--- src/rtl/key_matrix_scanner.sv ---
// key_matrix_scanner: scans an 8x8 active-low key matrix and reports a debounced 64-bit key map
// Ports:
//   i_clk       system clock
//   i_reset     synchronous active-low reset
//   i_rows      row sense lines, active-low, asynchronous to i_clk
//   o_cols      column drive, active-low one-hot, 8'hFF when no column is driven
//   o_keys      debounced key map, bit 8*c+r set when key (c,r) is pressed
//   o_valid     one-cycle pulse when o_keys takes a new value
//   o_scan_done one-cycle pulse at the end of every complete scan
module key_matrix_scanner #(
  parameter int SETTLE_CYCLES  = 16,
  parameter int DEBOUNCE_SCANS = 4
) (
  input  logic        i_clk,
  input  logic        i_reset,
  input  logic [7:0]  i_rows,
  output logic [7:0]  o_cols,
  output logic [63:0] o_keys,
  output logic        o_valid,
  output logic        o_scan_done
);
  localparam int CW = $clog2(SETTLE_CYCLES);
  localparam int SW = $clog2(DEBOUNCE_SCANS + 1);
  localparam logic [CW-1:0] CNT_LAST = CW'(SETTLE_CYCLES - 1);
  localparam logic [SW-1:0] DB_MAX = SW'(DEBOUNCE_SCANS);
  localparam logic [0:0] DRIVE = 1'b0;
  localparam logic [0:0] COMPARE = 1'b1;
  logic [0:0]    state_q, state_d;
  logic [2:0]    col_q, col_d;
  logic [CW-1:0] cnt_q, cnt_d;
  logic [7:0]    cols_q, cols_d;
  logic [63:0]   scratch_q, scratch_d;
  logic [63:0]   prev_q, prev_d;
  logic [SW-1:0] stable_q, stable_d;
  logic [63:0]   keys_q, keys_d;
  logic          valid_q, valid_d;
  logic          done_q, done_d;
  logic [7:0]    sync1_q, sync2_q;
  logic [SW-1:0] new_cnt;
  logic          accept;
  assign new_cnt = (scratch_q == prev_q) ? ((stable_q == DB_MAX) ? DB_MAX : stable_q + 1'b1) : SW'(1);
  assign accept  = (new_cnt == DB_MAX) && (scratch_q != keys_q);
  always_comb begin
    state_d   = state_q;
    col_d     = col_q;
    cnt_d     = cnt_q;
    cols_d    = cols_q;
    scratch_d = scratch_q;
    prev_d    = prev_q;
    stable_d  = stable_q;
    keys_d    = keys_q;
    valid_d   = 1'b0;
    done_d    = 1'b0;
    if (state_q == DRIVE) begin
      // Columns are only idle in DRIVE right after reset: start driving before counting settle time.
      if (cols_q == 8'hFF) cols_d = ~(8'b1 << col_q);
      else if (cnt_q != CNT_LAST) cnt_d = cnt_q + 1'b1;
      else begin
        scratch_d[8*col_q +: 8] = ~sync2_q;
        cnt_d   = '0;
        col_d   = col_q + 3'd1;
        state_d = (col_q == 3'd7) ? COMPARE : DRIVE;
        cols_d  = (col_q == 3'd7) ? 8'hFF : ~(8'b1 << col_d);
      end
    end else begin
      prev_d   = scratch_q;
      stable_d = new_cnt;
      keys_d   = accept ? scratch_q : keys_q;
      valid_d  = accept;
      done_d   = 1'b1;
      col_d    = 3'd0;
      cnt_d    = '0;
      cols_d   = 8'hFE;
      state_d  = DRIVE;
    end
  end
  always_ff @(posedge i_clk) begin
    if (!i_reset) begin
      state_q   <= DRIVE;
      col_q     <= 3'd0;
      cnt_q     <= '0;
      cols_q    <= 8'hFF;
      scratch_q <= '0;
      prev_q    <= '0;
      stable_q  <= '0;
      keys_q    <= '0;
      valid_q   <= 1'b0;
      done_q    <= 1'b0;
      sync1_q   <= 8'hFF;
      sync2_q   <= 8'hFF;
    end else begin
      state_q   <= state_d;
      col_q     <= col_d;
      cnt_q     <= cnt_d;
      cols_q    <= cols_d;
      scratch_q <= scratch_d;
      prev_q    <= prev_d;
      stable_q  <= stable_d;
      keys_q    <= keys_d;
      valid_q   <= valid_d;
      done_q    <= done_d;
      sync1_q   <= i_rows;
      sync2_q   <= sync1_q;
    end
  end
  assign o_cols      = cols_q;
  assign o_keys      = keys_q;
  assign o_valid     = valid_q;
  assign o_scan_done = done_q;
endmodule
--- config.mk ---
export PLATFORM = sky130hd
export DESIGN_NAME = key_matrix_scanner
export DESIGN_NICKNAME = d
export VERILOG_FILES = /design/src/rtl/key_matrix_scanner.sv
export SDC_FILE = /design/constraint.sdc
export NUM_CORES = 1
export LEC_CHECK = 0
export CORE_MARGIN = 5
export CORE_UTILIZATION = 50
export CTS_BUF_LIST = sky130_fd_sc_hd__clkbuf_4
export DETAILED_ROUTE_END_ITERATION = 16
export PLACE_DENSITY = 0.7
export REMOVE_ABC_BUFFERS = 1
export SYNTH_ARGS = -nofsm -noshare
export SYNTH_HDL_FRONTEND = slang
export SYNTH_SLANG_ARGS = --single-unit
--- constraint.sdc ---
create_clock -name i_clk -period 2.85 [get_ports i_clk]
set_input_delay 0.285 -clock i_clk [delete_from_list [all_inputs] [get_ports i_clk]]
set_output_delay 0.285 -clock i_clk [all_outputs]
set_load 0.02 [all_outputs]
---- Word level (Yosys, flattened, before mapping) ----
Cells that the tools add are included.
storage, ports and cells
  logic and storage cells ................. 54
  flip-flop bits (word level) ............. 229
  input bits .............................. 10
  output and inout bits ................... 74
operators by class
  bitwise operators ....................... 7
  reduce and logical (&&, ||, !) cells .... 7
  shift-type cells ........................ 4
  muxes and demuxes ....................... 10
  equality and inequality tests ........... 9
  add/subtract/negate cells ............... 4
operator list
  cell                     count
  $bwmux 64                1
  $eq 64x64->1             1
  $ne 64x64->1             1
  $shift 8x34->64 const A  1
  $shiftx 8x34->64         1
  $neg 6->34               1
  $mux 8                   3
  $not 8->8                3
  $shl 1x3->8 const A      2
  $eq 3x3->1 const B       3
  $eq 8x8->1 const B       1
  $add 3x1->3 const B      2
  $mux 3                   2
  $reduce_and 2->1         3
  $add 4x1->4 const B      1
  $mux 4                   1
  $ne 4x4->1 const B       1
  $not 1->1                4
  $reduce_or 4->1          1
  $mux 1                   3
  $ne 3x3->1 const B       1
  $reduce_and 3->1         1
  $ne 2x2->1 const B       1
  $reduce_or 2->1          1
  $logic_and 1x1->1        1

---- Depth between registers and ports, before layout ----
Gate-level depths: netlist (run 1).
  word-level depth ........................ 7
  depth in mapped cells ................... 11
  mapped depth without buffers ............ 9

---- Least setup slack after synthesis (run 1) ----
Ideal clock, no wire load.
  kind .................................... reg-to-reg
  from .................................... register col_q[0]
  to ...................................... register scratch_q[9]
  buffers on the path ..................... 1
  data required time ...................... 2.779 ns
  cell stages (with the launch flop) ...... 9
  library setup time ...................... 0.071 ns
  period minus slack after synthesis ...... 2.366 ns
  arrival time ............................ 2.295 ns
  slack ................................... 0.484 ns
  cell sequence ........................... dfxtp_1 inv_1 ha_1 ha_1 nor3b_2 nand3_1 buf_2 or3_1 a21oi_1
between the ends
  cells in the longest elaborated chain, start to end .. 3
  elaborated cells on any way between the ends .. 4
  those cells by class .................... add/sub: 1; shift: 2; mux: 1
ends and longest elaborated chain
  element                                              line  RTL
  start: declaration                                   29    logic [2:0] col_q, col_d;
  start signal: assignment                             93    col_q <= col_d;
  $neg 6->34 *                                         59    scratch_d[8*col_q +: 8] = ~sync2_q;
  $shiftx 8x34->64 or $shift 8x34->64 (tied branches)  59
  $bwmux 64 *                                          59
  end signal: assignment                               96    scratch_q <= scratch_d;
  end: declaration                                     32    logic [63:0] scratch_q, scratch_d;
Mark *: on every way between the ends. The rest lies on a longest branch, timed or not.
A chain may end at the register's enable or synchronous reset.

---- Final worst setup path (run 1) ----
  from .................................... register scratch_q[46]
  to ...................................... register keys_q[46], in the netlist o_keys[46]
between the ends
  cells in the longest elaborated chain, start to end .. 5
  elaborated cells on any way between the ends .. 6
  those cells by class .................... eq/ne: 3; mux: 1; reduce/logical: 2
ends and longest elaborated chain
  element                            line  RTL
  $eq 64x64->1                       41    assign new_cnt = (scratch_q == prev_q) ? ((stable_q == DB_MAX) ? DB_MAX : stable_q + 1'b1) : SW'(1);
  $mux 3                             41
  $eq 3x3->1                         42    assign accept = (new_cnt == DB_MAX) && (scratch_q != keys_q);
  $logic_and 1x1->1                  42
  $reduce_and 2->1 (no source line)  --
  end signal: assignment             99    keys_q <= keys_d;
  end: declaration                   35    logic [63:0] keys_q, keys_d;
Parallel ways exist; a longest one is shown, timed or not.

==> reports/qor.txt, run 1 <==
Clock latency on the worst-skew pair = 0.68 ns
Drt pass-1 iters = 5
Period utilization = 0.929
Synth top area share = 0.454
Starting Density = 0.504
Largest cells by area after synthesis = dfxtp_1, mux2i_1, nand2_1
Hold Slack = 0.181 ns
Die area = 23200 sq um
DRC errors left = 0
DRT iter0 DRCs = 516
Vias per cell = 5.29
Slowest-stage cell, CP = nor4_1
CP Class = register to register
Vias in the first global route = 7662
Routed Antenna Nets = 0
Gr usage total = 0.216
Setup slack after layout = 0.202 ns
# rows = 52
Drt total wl = 25500 um
Nets@finish = 1238
CP Data Required Time = 3.44 ns
YS warnings = 0
Grt total ovfl = 0
Layout cells sized above 1 = 0.107
Main synth FF type = dfxtp_1
H-tree levels = 2
Cell variety after synth = 42
Most frequent cell after synthesis = dfxtp_1
Asr flop ratio synth = 0
Layer with the highest usage = met2
Status = finished, final reports clean
Critical Path Start Type = register
Global-route wire length before repair = 41100 um
Routability congestion estimate = 0.933
Final HPWL DP = 17600 um
Via count = 8048
Final core occ = 0.602
Number of placed I/O pins = 84
PwrDens = 522 nW/um^2
Worst-margin pin slew = 0.864 ns
Dominant cell type by area after synthesis = dfxtp_1
Largest net degree at the start of global routing = 130
Crit path cell chain = xnor2_1 > nand4_1 > nor4_1 > nand4_1 > nor4_4 > buf_12 > mux2i_1
Peak supply drop = 412 uV
Dpl ws = 0.212 ns
Slowest stage delay, CP = 0.46 ns
Worst rel slew slack = 0.422
Syn Area/Cell = 9.21 sq um
Crit path buffers/inverters = 1
Post-Syn Instances = 1097
Layout fillers = 1808
Worst Hold Class = input pin to register
Clock sinks = 229
P&R area growth vs syn = 19.4%
Met1 Resource Use GR = 0.297
Inserted Clock Buffers = 58
CTS Buffer Depth = 3
Arr. time, crit path = 3.23 ns
CTS Root Cell = clkbuf_4
Min Tclk post-route = 2.65 ns
Die H = 152 um
Post-synth top cells = dfxtp_1, nand2_1, mux2i_1
Crit-path max FO = 43
Flops & latches, synth = 229
Delay-heaviest family, CP = simple AND/OR/NAND/NOR gates
Max-cap viol count = 0
M2 GR Usage = 0.345
Slew Limit Fails = 0
DIE WIDTH = 152 um
Initial antenna violation count = 1
Top cell by count, worst path = nand4_1
Core box area = 20000 sq um
RSZ-0062 raised after global routing = no
DR WL/cell = 16.8 um
F_max = 0.378 GHz
PostCTS Resize Cnt = 0
Number of enable flip-flop cells after synthesis = 0
TritonCTS clock tree = done
Worst Setup End Kind = register
Clock Pin Slew Worst Setup and Hold Paths = 0.06 ns
Routing usage on met3 = 0.0432
Clock skew = 0.0299 ns
PortBufs = 83
Seq/Total Area, Yosys = 0.454
Final hold vios = 0
Setup TNS Final = 0 ns
Final setup fails = 0
Leak = 4.59 nW
Synthesized cell area = 10100 sq um
[worst register-to-register path: stages (launching register included)]
cell     delay [ns]
dfxtp_1        0.38
xnor2_1        0.33
nand4_1        0.13
nor4_1         0.46
nand4_1        0.26
nor4_4         0.41
buf_12         0.36
mux2i_1        0.25
[layout make-up]
cell class | count | area [sq um] | area share
multi-input cells | 795 | 5200 | 0.431
flip-flops and latches | 229 | 4590 | 0.380
repair buffers | 122 | 1210 | 0.100
clock buffers | 88 | 661 | 0.0548
well taps | 270 | 338 | 0.0280
inverters | 9 | 35.0 | 0.00290
clock inverters | 6 | 26.3 | 0.00218
diodes | 1 | 2.50 | 0.000207
[placed cells by master (no fill, tap or decap), types with 32 or more instances in the layout]
cell,n
a21oi_1,44
buf_4,32
clkbuf_4,88
clkdlybuf4s50_1,82
dfxtp_1,228
mux2i_1,152
nand2_1,168
nor2_1,132
xnor2_1,65
xor2_1,65
[report_power, final]
group	leakage (nW)	switching [mW]	internal, mW
clock	0.416	1.24	1.38
combinational	2.32	0.224	0.145
sequential	1.85	0.0548	3.25
[final timing paths]
kind                                  end  cells after the start                       start  slack, ns
hold reg to reg     sync2_q[1]$_SDFF_PN1_                      1       sync1_q[1]$_SDFF_PN1_       0.40
setup reg to reg  o_keys[46]$_SDFFE_PN0P_                      7  scratch_q[46]$_SDFFE_PN0P_       0.20
setup / recovery  o_keys[46]$_SDFFE_PN0P_                      7  scratch_q[46]$_SDFFE_PN0P_       0.20
hold / removal      sync1_q[4]$_SDFF_PN1_                      2                   i_rows[4]       0.18
[repair_timing]
| action | CTS | global route |
|---|---|---|
| hold buffers | 1 | 0 |
| endpoints found under the setup margin | 0 | 0 |
| hold endpoints to repair | 10 | 0 |
| buffers inserted | 0 | 0 |
[state kept, by name, summed over array words and instances (netlist names)]
| signal | count |
|---|---|
| o_keys | 64 |
| prev_q | 64 |
| scratch_q | 64 |
| o_cols | 8 |
| sync1_q | 8 |
| sync2_q | 8 |
| cnt_q | 4 |
| col_q | 3 |
| stable_q | 3 |
| o_scan_done | 1 |
| o_valid | 1 |
| state_q | 1 |
[per-layer routing]
metal	up-vias	share of wire
li1	3983	-
met1	3789	0.46
met2	240	0.46
met3	36	0.059
met4	0	0.017
met5	-	0
[through the flow]
step	area (sq um)	std cells	power (mW)
after global routing	12100	1520	6.60
after detailed placement	11400	1424	3.74
final	12100	1520	6.30
after CTS	12100	1519	6.38
after global placement	11400	1424	3.74
after floorplan	9810	1033	3.58
[cell families (layout without fill, tap and decap cells)]
group / after synthesis / count (layout) / share of synthesized area
compound gates: 72 / 72 / 0.0436
xor+xnor: 130 / 130 / 0.113
fa+ha+maj: 13 / 13 / 0.0161
buf+inv: 73 / 225 / 0.0323
flops: 229 / 229 / 0.454
mux: 152 / 152 / 0.151
other cells: 0 / 1 / 0
simple gates: 428 / 428 / 0.191
Power figures use the tool's default switching activity.
==> run 2, diff against run 1 <==
Settings changed: PLACE_DENSITY 0.7 to 0.73, SKIP_CTS_REPAIR_TIMING set to 1.
Clock period 2.85 ns to 2.35 ns, I/O delays scaled along.
==> run 2 against run 1 <==
- register-to-register slack got worse by 0.22 ns
- sequential power grew 21%
- global-route usage grew 0.52 points
- the flow now finishes with violations (negative setup slack)
- total power up 23%
==> reports/qor.txt, run 2 (synthesized netlist as in run 1, its figures left out) <==
Status = finished with violations
Failing checks = negative setup slack
Global-route wire length before repair = 42200 um
Drt pass-1 iters = 5
CP Class = register to register
Layout fillers = 1745
Placed Cells = 1488
Setup TNS Final = -0.0775 ns
Slowest-stage cell, CP = nor4_2
Routability congestion estimate = 0.877
PwrDens = 606 nW/um^2
Slowest stage delay, CP = 0.41 ns
Drt total wl = 26900 um
R2R Path Start = scratch_q[5]$_SDFFE_PN0P_
Inserted Clock Buffers = 59
DRC errors left = 0
Routed Antenna Nets = 0
TritonCTS clock tree = done
Number of placed I/O pins = 84
Via count = 8467
Critical Path Start Type = register
Crit-path max FO = 14
Nets@finish = 1309
Worst-margin pin slew = 0.802 ns
RSZ-0062 raised after global routing = yes
Clock sinks = 229
Grt total ovfl = 0
Fin cells = 1592
F_max = 0.423 GHz
Hold Slack = 0.108 ns
Period utilization = 1.01
Worst Hold Launch = i_rows[5]
Hold Path Cell Cnt = 2
Clock latency on the worst-skew pair = 0.69 ns
Reg2Reg Depth = 8
Final core occ = 0.637
P&R area growth vs syn = 26.3%
DIE WIDTH = 152 um
Gr usage total = 0.221
H-tree levels = 2
Worst Hold Class = input pin to register
Reg2reg end = o_keys[1]$_SDFFE_PN0P_
Vias in the first global route = 8166
Leak = 5.02 nW
Die H = 152 um
Min Tclk post-route = 2.36 ns
Most common cell after layout, fill and taps aside = dfxtp_1
Setup slack after layout = -0.0148 ns
Slew Limit Fails = 0
CTS Buffer Depth = 3
Final hold vios = 0
CTS Root Cell = clkbuf_4
DP Area = 11800 sq um
Final HPWL DP = 18200 um
Clock skew = 0.0258 ns
Die area = 23200 sq um
Worst Setup End Kind = register
Max-cap viol count = 0
DRT iter0 DRCs = 632
Layout cells sized above 1 = 0.172
CP Data Required Time = 2.95 ns
Core box area = 20000 sq um
# rows = 52
Arr. time, crit path = 2.97 ns
Crit path cell chain = buf_4 > xnor2_1 > nand4_1 > nor4_2 > nand4_1 > nor4_4 > buf_4 > mux2i_1
Final setup fails = 9
DR WL/cell = 16.9 um
R2r setup slk = -0.01 ns
Initial antenna violation count = 1
Multi-input logic area = 5300 sq um
Largest net degree at the start of global routing = 130
Critical Path Source = scratch_q[5]$_SDFFE_PN0P_
Starting Density = 0.504
Commonest non-fill, non-tap cells in the layout = dfxtp_1, nand2_1, mux2i_1
Design area = 12800 sq um
Clock Pin Slew Worst Setup and Hold Paths = 0.06 ns
Peak supply drop = 618 uV
Register area = 4600 sq um
Worst rel slew slack = 0.465
PortBufs = 83
Vias per cell = 5.32
Worst Hold Path EP = sync1_q[5]$_SDFF_PN1_
-- run 2: cell types whose count changed in the layout (fill, tap and decap cells not counted), sizes merged --
cell,previous run,this run
clkbuf,88,94
inv,9,8
buf,39,106
clkinvlp,1,0
clkinv,5,6
-- run 2: worst max path at each step --
stage / slack, ns / cells after the start / end
2_1_floorplan: -6.12 / 3 / o_keys[0]$_SDFFE_PN0P_
3_3_place_gp: -0.18 / 8 / o_keys[6]$_SDFFE_PN0P_
3_5_place_dp: -0.32 / 8 / o_keys[34]$_SDFFE_PN0P_
4_1_cts: -0.35 / 9 / o_keys[45]$_SDFFE_PN0P_
5_1_grt: -0.09 / 11 / o_keys[26]$_SDFFE_PN0P_
6_report: -0.01 / 8 / o_keys[1]$_SDFFE_PN0P_
-- run 2: final cells by class --
| class | count | area share |
|---|---|---|
| multi-input cells | 795 | 0.415 |
| repair buffers | 192 | 0.140 |
| clock inverters | 5 | 0.00157 |
| clock buffers | 91 | 0.0535 |
| flip-flops and latches | 229 | 0.360 |
| well taps | 270 | 0.0265 |
| diodes | 1 | 0.000196 |
| inverters | 9 | 0.00274 |
-- run 2: per-stage QoR --
step	total power [mW]	setup slack, ns
final	7.73	-0.0148
after global routing	8.09	-0.0892
after CTS	7.82	-0.354
after detailed placement	4.55	-0.322
after global placement	4.54	-0.177
after floorplan	4.34	-6.12
-- run 2: power by group --
group	switching [mW]	internal, mW	leakage, nW	total [mW]
sequential	0.0612	3.94	1.85	4.00
clock	1.54	1.73	0.429	3.27
combinational	0.281	0.183	2.74	0.464
total	1.88	5.85	5.02	7.73
-- run 2: per-layer routing --
metal | up-vias | GRT usage | routed length [um]
li1 | 4133 | - | -
met1 | 3985 | 0.291 | 12100
met2 | 284 | 0.358 | 12500
met3 | 65 | 0.0420 | 1550
met4 | 0 | 0.0895 | 818
met5 | - | 0 | 0
-- run 2: worst max-delay path, delay by kind of cell, from the launching register on --
kind,cells,cell delay [ns]
xor gates and xnor gates,1,0.15
buffers and inverters,2,0.48
DFF,1,0.33
muxes,1,0.23
and+or+nand+nor,4,1.09
==> run 3, diff against run 2 <==
Settings changed: PLACE_DENSITY 0.73 to 0.7.
Clock period 2.35 ns to 2.4 ns, I/O delays scaled along.
==> run 3 against run 2 <==
- the run now ends clean
- wire length down 0.67%
- clock skew up 0.0072 ns
- flip-flop and latch count unchanged
- fmax up 0.56%
- final cell count up 1.6%
==> reports/qor.txt, run 3 (synthesized netlist as in run 1, its figures left out) <==
Peak supply drop = 453 uV
Commonest non-fill, non-tap cells in the layout = dfxtp_1, nand2_1, mux2i_1
Dpl ws = -0.589 ns
Slowest stage delay, CP = 0.40 ns
Setup slack after layout = 0.0483 ns
CTS Root Cell = clkbuf_4
Power Internal = 5.89 mW
Arr. time, crit path = 2.90 ns
Routability congestion estimate = 0.876
Largest net degree at the start of global routing = 130
H-tree levels = 2
# rows = 52
Placed Cells = 1507
Switching power = 1.89 mW
Sw frac = 0.243
Final setup fails = 0
Nets@finish = 1329
Layout cells sized above 1 = 0.183
Via count = 8456
DRC errors left = 0
F_max = 0.425 GHz
Clk pwr share = 0.438
Max-cap viol count = 0
Slew Limit Fails = 0
Min Tclk post-route = 2.35 ns
Leak = 5.16 nW
Fin cells = 1617
Worst-margin pin slew = 0.704 ns
WL met1 = 12000 um
Die H = 152 um
Most common cell after layout, fill and taps aside = dfxtp_1
Hold Slack = 0.115 ns
Initial antenna violation count = 1
Gr usage total = 0.227
Number of placed I/O pins = 84
DIE WIDTH = 152 um
RSZ-0062 raised after global routing = yes
Final HPWL DP = 18300 um
TritonCTS clock tree = done
Die area = 23200 sq um
Clock Pin Slew Worst Setup and Hold Paths = 0.06 ns
Worst rel slew slack = 0.529
PwrDens = 601 nW/um^2
Final core occ = 0.646
Vias in the first global route = 8258
Clock latency on the worst-skew pair = 0.69 ns
Worst Hold Class = input pin to register
Status = finished, final reports clean
Grt total ovfl = 0
Core box area = 20000 sq um
Worst Setup End Kind = register
Clock skew = 0.0330 ns
PortBufs = 83
Crit path cell chain = buf_4 > xor2_1 > nor4_1 > nand4_1 > nor4_4 > nor4_4 > buf_12 > buf_12 > mux2i_2
CTS Buffer Depth = 3
P&R area growth vs syn = 28.1%
Crit-path max FO = 15
DR WL/cell = 16.6 um
Period utilization = 0.980
Inserted Clock Buffers = 60
Met2 Wirelength = 12400 um
Met3 WL post-DR = 1660 um
Routed Antenna Nets = 0
R2r setup slk = 0.05 ns
Critical Path Start Type = register
Delay-heaviest family, CP = simple AND/OR/NAND/NOR gates
CP Data Required Time = 2.95 ns
Starting Density = 0.504
Combinational group share of total power = 0.056
Clock sinks = 229
Global-route wire length before repair = 43200 um
Layout fillers = 1715
Final hold vios = 0
Drt pass-1 iters = 5
Top Layer Used = met4
Vias per cell = 5.23
Slowest-stage cell, CP = nor4_1
Crit path buffers/inverters = 3
DRT iter0 DRCs = 457
CP Class = register to register
Drt total wl = 26800 um
Setup TNS Final = 0 ns
Sequential power share = 0.505
## run 3: changes by cell type in the layout (fill, tap and decap cells not counted), sizes merged
cell,delta
clkbuf,-1
clkinv,+1
inv,+1
buf,+22
clkinvlp,+1
bufinv,+1
## run 3: routing by layer
| metal | up-vias | GRT usage |
|---|---|---|
| li1 | 4164 | - |
| met1 | 4002 | 0.298 |
| met2 | 234 | 0.367 |
| met3 | 56 | 0.0562 |
| met4 | 0 | 0.0796 |
| met5 | - | 0 |
## run 3: cell type report
type	instances	area, sq um	share of cell area
flip-flops and latches	229	4590	0.355
inverters	9	35.0	0.00271
well taps	270	338	0.0261
multi-input cells	795	5320	0.411
clock buffers	93	698	0.0539
clock inverters	9	71.3	0.00551
repair buffers	211	1890	0.146
diodes	1	2.50	0.000193
## run 3: path summary, 6_finish.rpt
check	from	endpoint	cells after the start
max	scratch_q[46]$_SDFFE_PN0P_	o_keys[37]$_SDFFE_PN0P_	9
min	i_rows[2]	sync1_q[2]$_SDFF_PN1_	2
max reg2reg	scratch_q[46]$_SDFFE_PN0P_	o_keys[37]$_SDFFE_PN0P_	9
min reg2reg	sync1_q[4]$_SDFF_PN1_	sync2_q[4]$_SDFF_PN1_	1
## run 3: through the flow
stage / instance area [sq um] / power (mW)
global route: 12900 / 8.14
finish: 12900 / 7.77
detailed placement: 12000 / 4.44
CTS: 12800 / 7.87
floorplan: 9810 / 4.25
global placement: 12000 / 4.44
## run 3: power by group through the flow
| stage | Combinational, mW | Clock, mW | Sequential (mW) |
|---|---|---|---|
| 2_1_floorplan | 0.221 | 0 | 4.03 |
| 3_3_place_gp | 0.431 | 0 | 4.01 |
| 3_5_place_dp | 0.435 | 0 | 4.01 |
| 4_1_cts | 0.440 | 3.51 | 3.92 |
| 5_1_grt | 0.484 | 3.73 | 3.93 |
| 6_report | 0.438 | 3.41 | 3.93 |
